File: src/rtl/slice_cfg_loader.sv
// Slice configuration sequencer: word-serial stream -> shadow register -> cen pulse -> reg_ce release.
// Define SLICE_CFG_CHECKSUM_EN to require a trailing checksum word and build the ERR state.
module slice_cfg_loader #(
    parameter int TOTAL_BITS   = 143,
    parameter int W            = 8,
    parameter int APPLY_CYCLES = 2
) (
    input  logic                  clk,
    input  logic                  rst,
    input  logic                  start,
    input  logic [W-1:0]          in_data,
    input  logic                  in_valid,
    output logic                  in_ready,
    output logic [TOTAL_BITS-1:0] cfg_out,
    output logic                  cen,
    output logic                  reg_ce,
    output logic                  busy,
    output logic                  done,
    output logic                  error
);
    localparam int NWORDS = (TOTAL_BITS + W - 1) / W;
`ifdef SLICE_CFG_CHECKSUM_EN
    localparam int NACCEPT = NWORDS + 1;
`else
    localparam int NACCEPT = NWORDS;
`endif
    localparam int CW = $clog2(NACCEPT + 1);
    localparam int AW = (APPLY_CYCLES > 1) ? $clog2(APPLY_CYCLES) : 1;

    localparam logic [2:0] S_IDLE  = 3'd0;
    localparam logic [2:0] S_LOAD  = 3'd1;
    localparam logic [2:0] S_APPLY = 3'd2;
    localparam logic [2:0] S_DONE  = 3'd3;
`ifdef SLICE_CFG_CHECKSUM_EN
    localparam logic [2:0] S_ERR   = 3'd4;
`endif

    localparam logic [CW-1:0] LAST_WORD  = CW'(NACCEPT - 1);
    localparam logic [AW-1:0] APPLY_LAST = AW'(APPLY_CYCLES - 1);

    logic [2:0]            state;
    logic [CW-1:0]         wcnt;
    logic [AW-1:0]         acnt;
    logic [TOTAL_BITS-1:0] shadow;
    logic [TOTAL_BITS-1:0] shadow_nxt;
    logic                  accept;
    logic                  last_word;
    logic                  restart;

    assign accept    = in_valid && in_ready;
    assign last_word = (wcnt == LAST_WORD);

    // Bit i belongs to word i/W; upper bits of the final word simply have no destination.
    always_comb begin
        shadow_nxt = shadow;
        for (int i = 0; i < TOTAL_BITS; i++) begin
            if (wcnt == CW'(i / W)) shadow_nxt[i] = in_data[i % W];
        end
    end

`ifdef SLICE_CFG_CHECKSUM_EN
    logic [W-1:0] csum;
    logic [W-1:0] csum_nxt;

    assign csum_nxt = csum + in_data;
    assign restart  = start && (state == S_IDLE || state == S_DONE || state == S_ERR);
`else
    assign restart  = start && (state == S_IDLE || state == S_DONE);
    assign error    = 1'b0;
`endif

    always_ff @(posedge clk) begin
        if (rst) begin
            state    <= S_IDLE;
            wcnt     <= '0;
            acnt     <= '0;
            shadow   <= '0;
            cfg_out  <= '0;
            in_ready <= 1'b0;
            cen      <= 1'b0;
            reg_ce   <= 1'b0;
            busy     <= 1'b0;
            done     <= 1'b0;
`ifdef SLICE_CFG_CHECKSUM_EN
            csum     <= '0;
            error    <= 1'b0;
`endif
        end else if (restart) begin
            state    <= S_LOAD;
            wcnt     <= '0;
            in_ready <= 1'b1;
            busy     <= 1'b1;
            done     <= 1'b0;
            reg_ce   <= 1'b0;
`ifdef SLICE_CFG_CHECKSUM_EN
            csum     <= '0;
            error    <= 1'b0;
`endif
        end else begin
            case (state)
                S_LOAD: begin
                    if (accept) begin
                        shadow <= shadow_nxt;
                        wcnt   <= wcnt + 1'b1;
`ifdef SLICE_CFG_CHECKSUM_EN
                        csum   <= csum_nxt;
                        if (last_word) begin
                            in_ready <= 1'b0;
                            if (csum_nxt == '0) begin
                                state   <= S_APPLY;
                                cfg_out <= shadow_nxt;
                                cen     <= 1'b1;
                                acnt    <= APPLY_LAST;
                            end else begin
                                // cfg_out keeps the last good configuration
                                state <= S_ERR;
                                busy  <= 1'b0;
                                error <= 1'b1;
                            end
                        end
`else
                        if (last_word) begin
                            in_ready <= 1'b0;
                            state    <= S_APPLY;
                            cfg_out  <= shadow_nxt;
                            cen      <= 1'b1;
                            acnt     <= APPLY_LAST;
                        end
`endif
                    end
                end
                S_APPLY: begin
                    if (acnt == '0) begin
                        state  <= S_DONE;
                        cen    <= 1'b0;
                        busy   <= 1'b0;
                        done   <= 1'b1;
                        reg_ce <= 1'b1;
                    end else begin
                        acnt <= acnt - 1'b1;
                    end
                end
                default: begin
                    state <= state;
                end
            endcase
        end
    end
endmodule

File: config.mk
export PLATFORM = sky130hd
export DESIGN_NAME = slice_cfg_loader
export DESIGN_NICKNAME = d
export VERILOG_FILES = /design/src/rtl/slice_cfg_loader.sv
export SDC_FILE = /design/constraint.sdc
export NUM_CORES = 1
export LEC_CHECK = 0
export ABC_CLOCK_PERIOD_IN_PS = 5680
export CORE_UTILIZATION = 30
export CTS_CLUSTER_SIZE = 28
export DETAILED_ROUTE_END_ITERATION = 7
export PLACE_DENSITY = 0.56
export SLEW_MARGIN = 20
export SYNTH_ARGS = -nofsm -noshare
export SYNTH_HDL_FRONTEND = slang
export SYNTH_SLANG_ARGS = --single-unit
export TNS_END_PERCENT = 1
File: constraint.sdc
create_clock -name clk -period 5.68 [get_ports clk]
set_input_delay 1.42 -clock clk [delete_from_list [all_inputs] [get_ports clk]]
set_output_delay 1.42 -clock clk [all_outputs]
set_load 0.1 [all_outputs]
### Word-level counts from Yosys, hierarchy flattened

Index checks and enable logic that the tools add are counted.

* $add $sub $neg: 2
* equality and inequality tests: 27
* muxes and demuxes: 160
* bitwise gates (word level): 2
* reduce and logical (&&, ||, !) cells: 22

Operators by type and width (number)
* $mux 1: 154
* $eq 5x4->1 const B: 8
* $eq 5x3->1 const B: 4
* $reduce_and 4->1: 4
* $eq 5x2->1 const B: 2
* $eq 5x5->1 const B: 2
* $reduce_bool 2->1: 5
* $mux 3: 3
* $ne 3x3->1 const B: 3
* $eq 3x2->1 const B: 2
* $ne 2x2->1 const B: 3
* $pmux 3 s2: 1
* $reduce_and 2->1: 3
* $reduce_and 3->1: 2
* $add 5x1->5 const B: 1
* $eq 5x1->1 const B: 1
* $logic_not 5->1: 1
* $reduce_and 5->1: 1
* $pmux 1 s2: 2
* $eq 3x1->1 const B: 1
* $logic_not 3->1: 1
* $reduce_bool 3->1: 1
* $logic_and 1x1->1: 2
* $ne 2x1->1 const B: 1
* other kinds (4): 5

* bits in registers: 299
* bits of input ports: 12
* output and inout port bits: 149
* logic and storage cells: 223

### Logic depth before layout (Yosys ltp)

* depth after elaboration: 5
* depth in mapped cells: 10

### Worst setup path before layout

Ideal clock, no wire load.

* path type: register to output
* start point: register, netlist name done
* end point: output port reg_ce
* data arrival time: 1.374 ns
* data required time: 4.260 ns
* setup slack: 2.886 ns
* cell stages (with the launch flop): 2
* buffers on the path: 1
* cell sequence: dfxtp_1 -> buf_4

RTL lines
* end: declaration: RTL line 16 `output logic reg_ce,`

==> impl_metrics.toml <==
[outcome]
status = "complete, but fails checks"
violations = "DRC"

[detailed_routing]
drt_iter0_drc = 350
drc = 9
wl_per_cell_um = 18.08
vias_per_cell = 4.695
wirelength_um = 31220
vias = 8108
first_pass_iters = 8
ant_nets = 0

[worst_setup_path]
crit_fanout = 3
crit_path_end_kind = "primary output"
slowest_stage = "clkdlybuf4s50_1"
crit_chain = "clkdlybuf4s50_1"
crit_required_ns = 4.26
cpPeakStageDelay_ns = 1.19
arrival_ns = 2.18
worstSetupPathType = "reg -> out"
crit_path_start_kind = "register"
critPathTopFamily = "buffers and inverters"
path_buf_inv = 1

[placed_design]
hpwl_um = 18890
io_buffers = 159
gp_congestion = 0.7316
placed_cells = 1665

[finish]
num-fill-cells = 4060
final_core_util_pct = 37.76
final_nets = 1189
stdcell_count = 1727
syn2layout_area_growth_pct = 23.36
drive_gt1_share_pct = 19.92
antennaDiodeCount = 0

[cts]
clk_pin_slew_ns = 0.06
cts_max_level = 2
root_buffer = "clkbuf_16"
insertion_delay_ns = 0.53
cts_tree = "done"
cts_setup_buffers = 0
post_cts_resized = 0
clkSinkCount = 291
clockBufferDepth = 3
ctsHoldBuffers = 0
cts_buffers = 35

[power_and_ir_drop]
powerDensity_nw_per_um2 = 299.7
p_leak_nw = 6.129
peakVddDrop_mv = 0.1468

[timing]
finalHoldViolCount = 0
drv_slew = 0
slew_headroom_pct = 28.10
rsz0062_at_grt = "false"
fmax_ghz = 0.2778
final-setup-viol-count = 0
fin_skew_ns = 0.01928
fin_crit_ns = 3.600
tightest_slew_ns = 1.075
tns_ns = 0
fin_crit_sh_pct = 63.38

[synth]
ys_ff_latch = 291
netlist_area_um2 = 12580
synthArstFlopShare_pct = 0
netlist_instances = 1067
yosys.area_share.xor_xnor_pct = 0.2088
yosysWarningCount = 0
synth_nets = 1086
yosys.area.top_type = "dfxtp_1"
synth_top_family_by_area = "multiplexers"
yosysUniqueCellTypes = 40
synth_simple_gate_area_share_pct = 8.741
muxShareOfSynthArea_pct = 21.64
yosys-top-cells-area = "dfxtp_1 46%, mux2i_1 22%, o2bb2ai_2 14%"
synthAdderAreaFrac_pct = 0.6961
avgSynthCellArea_um2 = 11.79
synth.top_cell.area_share_pct = 46.30
yosys_most_used_dff = "dfxtp_1"
synth_compound_area_share_pct = 16.38
ys_seq_area_share_pct = 46.30
synth-edff-count = 0

[min_path]
hold_class = "reg -> reg"

[global_route]
grt.total_usage_pct = 14.77
antenna_found_initial = 0
grt_pass1_vias = 8234
grt_pass1_wl_um = 48730
grt_max_degree = 86
grt_overflow = 0

[die]
design.core.area_um2 = 41110
initial_core_util_pct = 30.61
io_pins = 161
num_rows = 74
die_x_um = 206.8
die_area_um2 = 42760
die_h_um = 206.8

[run]
maxCapViolations = 0
area by class of cell:
type,instances,area [um^2],share of cell area (%)
Clock buffer,52,1092,7.038
Timing Repair Buffer,180,1732,11.16
Multi-Input combinational cell,654,6048,38.97
Tap cell,532,665.6,4.289
Clock inverter,10,127.6,0.8222
Sequential cell,291,5826,37.53
Inverter,8,30.03,0.1935
metrics by stage:
step                      hold WS (ns)  cell area, um^2  worst slack (ns)  total power (W)
after detailed placement        0.4480            14300             1.852         0.002370
after floorplan                 0.4531            12580             2.886         0.002306
after global routing            0.4798            15520             2.020         0.004824
final                           0.4601            15520             2.080         0.004652
after CTS                       0.4616            15520             2.025         0.004730
after global placement          0.4447            14300             1.842         0.002367
cells in the final DEF, fill, tap and decap left out, types with 8 or more instances in the layout:
master / count
a211oi_1: 9
a21oi_1: 13
buf_2: 8
buf_4: 20
clkbuf_16: 37
clkbuf_8: 11
clkdlybuf4s50_1: 150
dfxtp_1: 291
inv_1: 8
mux2i_1: 272
nand2_1: 16
nand3_2: 9
nor2_1: 153
o2bb2ai_1: 8
o2bb2ai_2: 120
path summary, 6_finish.rpt:
| check | from | to | cells past startpoint | slack [ns] |
|---|---|---|---|---|
| worst min-delay path | cfg_out[137]$_SDFFE_PP0P_ | cfg_out[137]$_SDFFE_PP0P_ | 2 | 0.46 |
| worst min register to register | cfg_out[137]$_SDFFE_PP0P_ | cfg_out[137]$_SDFFE_PP0P_ | 2 | 0.46 |
| worst max-delay path | done$_SDFFE_PP0P_ | reg_ce | 1 | 2.08 |
| worst max register to register | wcnt[2]$_SDFFE_PP0P_ | shadow[106]$_SDFFE_PP0P_ | 4 | 2.83 |
state kept, by name (all words and copies together) (netlist names), 2 cells and up:
| register | flops |
|---|---|
| shadow | 136 |
| cfg_out | 143 |
| state | 2 |
| wcnt | 5 |
synth_stat cells (2+ instances only):
| cell type | count |
|---|---|
| buf_6 | 27 |
| nand4b_1 | 3 |
| inv_1 | 8 |
| mux2i_1 | 272 |
| o21ai_0 | 2 |
| and3_1 | 3 |
| buf_2 | 13 |
| a211oi_1 | 9 |
| nand3_2 | 9 |
| ha_1 | 7 |
| buf_4 | 21 |
| o2bb2ai_2 | 120 |
| nor2_1 | 153 |
| dfxtp_1 | 291 |
| a21oi_1 | 13 |
| clkbuf_1 | 43 |
| nand3_4 | 5 |
| xor2_1 | 2 |
| o2bb2ai_1 | 8 |
| buf_1 | 10 |
| nand3b_1 | 3 |
| nor4b_2 | 4 |
| nand2_1 | 17 |
| and4bb_1 | 2 |
| nor4bb_1 | 7 |
metal layers:
layer,GRT usage (%),part of all wire (%),vias up
li1,-,-,4005
met1,19.81,48,3928
met2,23.96,46,140
met3,2.841,4.0,35
met4,4.353,1.7,0
met5,0,0,-
cells by family (layout without fill, tap and decap cells):
| kind of cell | after synthesis | in the layout |
|---|---|---|
| buf+inv | 122 | 250 |
| fa+ha+maj | 7 | 7 |
| xor+xnor | 3 | 3 |
| other cells | 1 | 1 |
| mux | 272 | 272 |
| simple gates | 213 | 213 |
| compound gates | 158 | 158 |
| flops | 291 | 291 |
report_power, final:
part / total (W) / internal (W) / switching (W)
sequential: 0.00206 / 0.00205 / 0.0000106
clock: 0.00233 / 0.00146 / 0.000867
combinational: 0.000259 / 0.0000599 / 0.000199
(Power assumes the default switching activity.)
